`config.mk`:
```
export PLATFORM = sky130hd
export DESIGN_NAME = and_ff_sched
export DESIGN_NICKNAME = d
export VERILOG_FILES = /design/src/rtl/and_ff_sched_pkg.sv /design/src/rtl/and_ff_sched_rr_arbiter.sv /design/src/rtl/and_ff_sched.sv
export SDC_FILE = /design/constraint.sdc
export NUM_CORES = 1
export LEC_CHECK = 0
export ABC_AREA = 0
export CORE_UTILIZATION = 30
export CTS_CLUSTER_SIZE = 28
export DETAILED_ROUTE_END_ITERATION = 10
export PLACE_DENSITY = 0.67
export REMOVE_ABC_BUFFERS = 1
export SLEW_MARGIN = 20
export SYNTH_ARGS = -nofsm -noshare
export SYNTH_HDL_FRONTEND = slang
export SYNTH_SLANG_ARGS = --single-unit
export TNS_END_PERCENT = 100
```
`constraint.sdc`:
```
create_clock -name clk -period 2.7 [get_ports clk]
set_input_delay 0.27 -clock clk [delete_from_list [all_inputs] [get_ports clk]]
set_output_delay 0.27 -clock clk [all_outputs]
set_load 0.03 [all_outputs]
```
`src/rtl/and_ff_sched_pkg.sv`:
```
// Shared types and helpers for the AND-flop scheduler: FSM states, stats width, round-robin pick.
// Latency: n/a (types and a pure combinational function).
// Backpressure: n/a.
package and_ff_sched_pkg;

  typedef enum logic {
    RUN = 1'b0,
    CLR = 1'b1
  } state_e;

  localparam int STAT_W    = 16;

  // rr_pick works on a fixed maximum width so one function serves any NREQ up to MAX_REQ.
  localparam int MAX_REQ   = 32;
  localparam int MAX_REQ_W = 5;

  typedef struct packed {
    logic                 found;
    logic [MAX_REQ_W-1:0] idx;
  } pick_t;

  // First set bit of valid at or after ptr, wrapping at nreq. The loop runs from the
  // farthest offset down to the nearest, so the nearest match is the one that remains.
  function automatic pick_t rr_pick(input logic [MAX_REQ-1:0]   valid,
                                    input logic [MAX_REQ_W-1:0] ptr,
                                    input int                   nreq);
    pick_t res;
    int    pos;
    res = '0;
    for (int k = MAX_REQ - 1; k >= 0; k--) begin
      if (k < nreq) begin
        pos = int'(ptr) + k;
        if (pos >= nreq) pos = pos - nreq;
        if (valid[MAX_REQ_W'(pos)]) begin
          res.found = 1'b1;
          res.idx   = MAX_REQ_W'(pos);
        end
      end
    end
    return res;
  endfunction

endpackage

```
`src/rtl/and_ff_sched_rr_arbiter.sv`:
```
// Combinational round-robin pick among NREQ valids, starting at rr_ptr (pointer register lives in the parent).
// Latency: zero cycles, purely combinational.
// Backpressure: none; the grant is a pure function of the current valids and pointer.
module rr_arbiter
  import and_ff_sched_pkg::*;
#(
  parameter int NREQ = 4,
  parameter int IDW  = $clog2(NREQ)
) (
  input  logic [NREQ-1:0] req_valid,
  input  logic [IDW-1:0]  rr_ptr,
  output logic [NREQ-1:0] grant_onehot,
  output logic [IDW-1:0]  grant_id,
  output logic            grant_found
);

  pick_t pick;

  // Widen to the helper's fixed width, pick, then narrow the result back to this instance.
  always_comb begin
    pick         = rr_pick(MAX_REQ'(req_valid), MAX_REQ_W'(rr_ptr), NREQ);
    grant_found  = pick.found;
    grant_id     = IDW'(pick.idx);
    grant_onehot = pick.found ? (NREQ'(1) << grant_id) : '0;
  end

endmodule

```
`src/rtl/and_ff_sched.sv`:
```
// Round-robin scheduler sharing one enabled AND flop among NREQ requesters, with sequenced one-cycle flop clear.
// Latency: grant in cycle N, tagged result (rsp_valid/rsp_id/rsp_z) in cycle N+1; one result per cycle.
// Backpressure: req_ready is the one-hot grant; no backpressure on responses. Optional stats: AND_FF_SCHED_STATS_EN.
module and_ff_sched
  import and_ff_sched_pkg::*;
#(
  parameter int NREQ = 4,
  parameter int IDW  = $clog2(NREQ)
) (
  input  logic            clk,
  input  logic            rst_n,
  input  logic [NREQ-1:0] req_valid,
  input  logic [NREQ-1:0] req_a,
  input  logic [NREQ-1:0] req_b,
  output logic [NREQ-1:0] req_ready,
  input  logic            clr_req,
  output logic            clr_done,
  output logic            ff_rst_n,
  output logic            ff_enable,
  output logic            ff_a,
  output logic            ff_b,
  input  logic            ff_z,
  output logic            rsp_valid,
  output logic [IDW-1:0]  rsp_id,
  output logic            rsp_z
`ifdef AND_FF_SCHED_STATS_EN
  ,
  output logic [NREQ*STAT_W-1:0] stat_grants
`endif
);

  state_e          state_q;
  state_e          state_d;
  logic [IDW-1:0]  rr_ptr;
  logic [IDW-1:0]  rr_ptr_nxt;
  logic [NREQ-1:0] grant_onehot;
  logic [IDW-1:0]  grant_id;
  logic            grant_found;
  logic            fire;

  rr_arbiter #(
    .NREQ (NREQ),
    .IDW  (IDW)
  ) u_arb (
    .req_valid    (req_valid),
    .rr_ptr       (rr_ptr),
    .grant_onehot (grant_onehot),
    .grant_id     (grant_id),
    .grant_found  (grant_found)
  );

  // Pointer moves to the slot after the winner, wrapping at NREQ (NREQ need not be a power of two).
  assign rr_ptr_nxt = (grant_id == IDW'(NREQ - 1)) ? '0 : grant_id + 1'b1;

  // Next state and flop drive. Clear beats requests; everything is held quiet while in reset.
  always_comb begin
    state_d   = state_q;
    req_ready = '0;
    ff_enable = 1'b0;
    ff_a      = 1'b0;
    ff_b      = 1'b0;
    fire      = 1'b0;
    if (rst_n) begin
      case (state_q)
        RUN: begin
          if (clr_req) begin
            state_d = CLR;
          end else if (grant_found) begin
            fire      = 1'b1;
            req_ready = grant_onehot;
            ff_enable = 1'b1;
            ff_a      = req_a[grant_id];
            ff_b      = req_b[grant_id];
          end
        end
        CLR:     state_d = RUN;
        default: state_d = RUN;
      endcase
    end
  end

  // State, pointer and registered outputs. ff_rst_n is low exactly while the FSM sits in CLR.
  always_ff @(posedge clk or negedge rst_n) begin
    if (!rst_n) begin
      state_q   <= RUN;
      rr_ptr    <= '0;
      rsp_valid <= 1'b0;
      rsp_id    <= '0;
      clr_done  <= 1'b0;
      ff_rst_n  <= 1'b0;
    end else begin
      state_q   <= state_d;
      rsp_valid <= fire;
      clr_done  <= (state_q == CLR);
      ff_rst_n  <= (state_d != CLR);
      if (fire) begin
        rr_ptr <= rr_ptr_nxt;
        rsp_id <= grant_id;
      end
    end
  end

  // The flop output is only meaningful in the cycle after a grant.
  assign rsp_z = rsp_valid & ff_z;

`ifdef AND_FF_SCHED_STATS_EN
  logic [STAT_W-1:0] grant_cnt [NREQ];

  // Per-requester saturating grant counters, wiped whenever the flop is cleared.
  always_ff @(posedge clk or negedge rst_n) begin
    if (!rst_n) begin
      for (int i = 0; i < NREQ; i++) grant_cnt[i] <= '0;
    end else if (state_q == CLR) begin
      for (int i = 0; i < NREQ; i++) grant_cnt[i] <= '0;
    end else if (fire) begin
      for (int i = 0; i < NREQ; i++) begin
        if (grant_id == IDW'(i) && grant_cnt[i] != '1) grant_cnt[i] <= grant_cnt[i] + STAT_W'(1);
      end
    end
  end

  for (genvar g = 0; g < NREQ; g++) begin : g_stat
    assign stat_grants[g*STAT_W +: STAT_W] = grant_cnt[g];
  end
`endif

endmodule

```
==> impl_metrics.toml <==
[flow_run]
cap_violations = 0

[logic_synthesis]
ys_top_cells_by_area = "dfrtp_1 (23%), ha_1 (13%), mux2i_1 (10%)"
synth_area_um2 = 886
syn_inst = 80
syn_avg_cell_area_um2 = 11.1
synth_top_area_cell = "dfrtp_1"
ys_warn_count = 0
synth_top_area_share_pct = 22.6
synth_seq_cells = 8
ys_seq_area_share_pct = 22.6
ys_types = 38

[layout]
final_net_count = 168
fin_area_um2 = 1620
syn2layout_area_growth_pct = 82.5
fillers = 231
final-seq-area_um2 = 200
final_common_cell = "buf_4"
drive_above_1_share_pct = 55.3
antennaDiodeCount = 0
layoutNonFillerInstCount = 172
multi_input_area_um2 = 747
final_cell_mix = "buf_4 (22), clkdlybuf4s50_1 (21), buf_6 (17)"

[floorplan]
rows = 19
design.core.area_um2 = 2780
dieWidth_um = 56.3
boundaryPins = 29
die_h_um = 56.3
initial_utilization_pct = 31.8
dieArea_um2 = 3170

[worst_setup_path]
reg2regPathDepth = 12
worst-path-max-fanout = 6
cpMostUsedCell = "buf_6"
worstPathArrival_ns = 2.57
endpoint_kind = "primary output"
path_cells = "inv_6 > ha_4 > mux2_2 > a22oi_2 > buf_4 > nand4_4 > o21bai_4 > buf_6 > nand2b_4 > o22ai_2 > buf_6"
required_ns = 2.43
cpPeakStageDelay_ns = 0.42
r2r_setup_slack_ns = 0.05
critPathKind = "flop to primary output"
worst_path_max_delay_cell = "dfrtp_1"
cp-start-kind = "flop"

[sta]
holdWs_ns = 0.346
finalClockSkew_ns = 0.00335
slew_headroom_pct = 76.8
hold_violations = 0
setup_viol = 7
setup_slack_ns = -0.140
rsz0062_at_grt = "yes"
tns_ns = -0.754
period_share_pct = 105
max_freq_mhz = 352
maxSlewViolCount = 0
period_minus_slack_ns = 2.84
tightest_slew_ns = 0.338

[clocking]
path_clk_slew_ns = 0.05
clock_latency_ns = 0.25
htreeDepth = 1
clk_root_buffer_cell = "clkbuf_4"
ctsLongestPathBuffers = 2
cts_sinks = 8
cts_made_buffers = 3
hold_buffers = 0
cts_tree = "built"

[routing]
first_iter_violations = 8
drc_errors = 0
vias = 819
dr.pass1.iters = 4
drt-total-wl_um = 2390
wire_per_inst_um = 13.9
viasPerCell = 4.76
postRouteAntennaNets = 0

[place]
dpl_cell_area_um2 = 1350
hpwl_um = 1670
numPortBuffers = 28
gp_congestion = 0.810
place_ws_ns = -0.326
dp_cells = 161

[power]
leakagePower_uw = 0.000724
vdd_ir_drop_max_mv = 0.927
cellPowerDensity_nw_per_um2 = 1230

[global_routing]
grtUsageTotal_pct = 16.0
grt_first_pass_wirelength_um = 4020
antenna_found_initial = 0
grt_max_degree = 11
gr-total-overflow = 0
grt_pass1_vias = 894

[outcome]
failed_checks = "negative setup slack"
status = "finished with violations"

[min_path]
hold_class = "input pin to asynchronous set/reset pin"
==> where the power goes <==
part           leakage, uW  total [uW]  switching, uW  internal [uW]
combinational     0.000612        1720            792            926
clock            0.0000138        88.1           37.4           50.6
sequential       0.0000980         183           26.2            157
==> synthesized netlist by cell type <==
| cell | number |
|---|---|
| dfrtp_1 | 8 |
| nor2b_1 | 1 |
| o21a_1 | 1 |
| o21ba_4 | 1 |
| a2bb2oi_4 | 1 |
| buf_4 | 1 |
| or2_2 | 1 |
| nand3_1 | 2 |
| a21boi_0 | 1 |
| mux4_2 | 1 |
| o21bai_4 | 1 |
| ha_1 | 9 |
| nand2_1 | 3 |
| mux2i_1 | 9 |
| nand2b_1 | 1 |
| and2_1 | 7 |
| inv_1 | 3 |
| inv_6 | 1 |
| nor3_1 | 1 |
| nand4_1 | 1 |
| mux2_2 | 2 |
| nor4_1 | 1 |
| o2bb2ai_1 | 1 |
| buf_6 | 1 |
| nand4_4 | 1 |
| o22ai_1 | 2 |
| o21ai_0 | 1 |
| a31oi_4 | 1 |
| inv_4 | 1 |
| inv_2 | 2 |
| or3_4 | 2 |
| mux2_4 | 3 |
| a21oi_1 | 2 |
| a22oi_2 | 1 |
| o211a_1 | 1 |
| a211oi_1 | 2 |
| o311ai_2 | 1 |
| nand3b_1 | 1 |
==> per-stage QoR <==
| stage | utilization, % | total power, uW |
|---|---|---|
| 2_1_floorplan | - | 1020 |
| 3_3_place_gp | 48.7 | 1470 |
| 3_5_place_dp | 48.7 | 1490 |
| 4_1_cts | 57.0 | 1910 |
| 5_1_grt | 58.1 | 2130 |
| 6_report | 58.1 | 1990 |
==> worst max-delay path, delay by kind of cell (launching register included) <==
kind,cells,cell delay [ns]
simple gates,2,0.23
fa+ha+maj,1,0.31
compound gates,3,0.53
flops,1,0.42
mux,1,0.35
buf+inv,4,0.48
==> layer usage <==
metal  global-route usage (%)  wire length [um]
met2                     29.4              1250
met5                        0                 0
met1                     20.5              1060
met4                     2.09                 0
met3                     1.84                77
==> state kept, by name (all words and copies together), names as in the netlist <==
register / flops
rr_ptr: 2
clr_done: 1
ff_rst_n: 1
state_q: 1
rsp_valid: 1
rsp_id: 2
==> final timing paths <==
check	from	to
max in group asynchronous	rst_n	rr_ptr[1]
worst min-delay path	rst_n	rsp_id[0]
worst max-delay path	rr_ptr[0]	ff_b
min in group clk	state_q	clr_done
worst min register to register	state_q	clr_done
worst max register to register	rr_ptr[0]	rsp_id[0]
==> cell families (layout without fill, tap and decap cells) <==
logic type               after synthesis  after routing  synth area share (%)
adder cells (fa/ha/maj)                9              9                  12.7
AO/OA/AOI/OAI                         17             17                  21.2
buffers and inverters                  9             70                  5.93
flip-flops                             8              8                  22.6
multiplexers                          15             15                  20.3
AND/OR/NAND/NOR                       22             22                  17.2
==> repair_timing <==
action | 4_1_cts | 5_1_grt
hold endpoints to repair | 0 | 0
buffers inserted | 8 | 0
gates resized for setup | 49 | 7
endpoints found under the setup margin | 7 | 7
pin swaps | 8 | 8
cloned | 0 | 0
==> layout make-up <==
| class | instances | area share, % |
|---|---|---|
| well taps | 31 | 2.40 |
| clock buffers | 3 | 1.39 |
| inverters | 7 | 2.55 |
| flip-flops and latches | 8 | 12.4 |
| repair buffers | 60 | 35.1 |
| multi-input cells | 63 | 46.2 |
No activity file was read; power rests on OpenSTA's default activity.
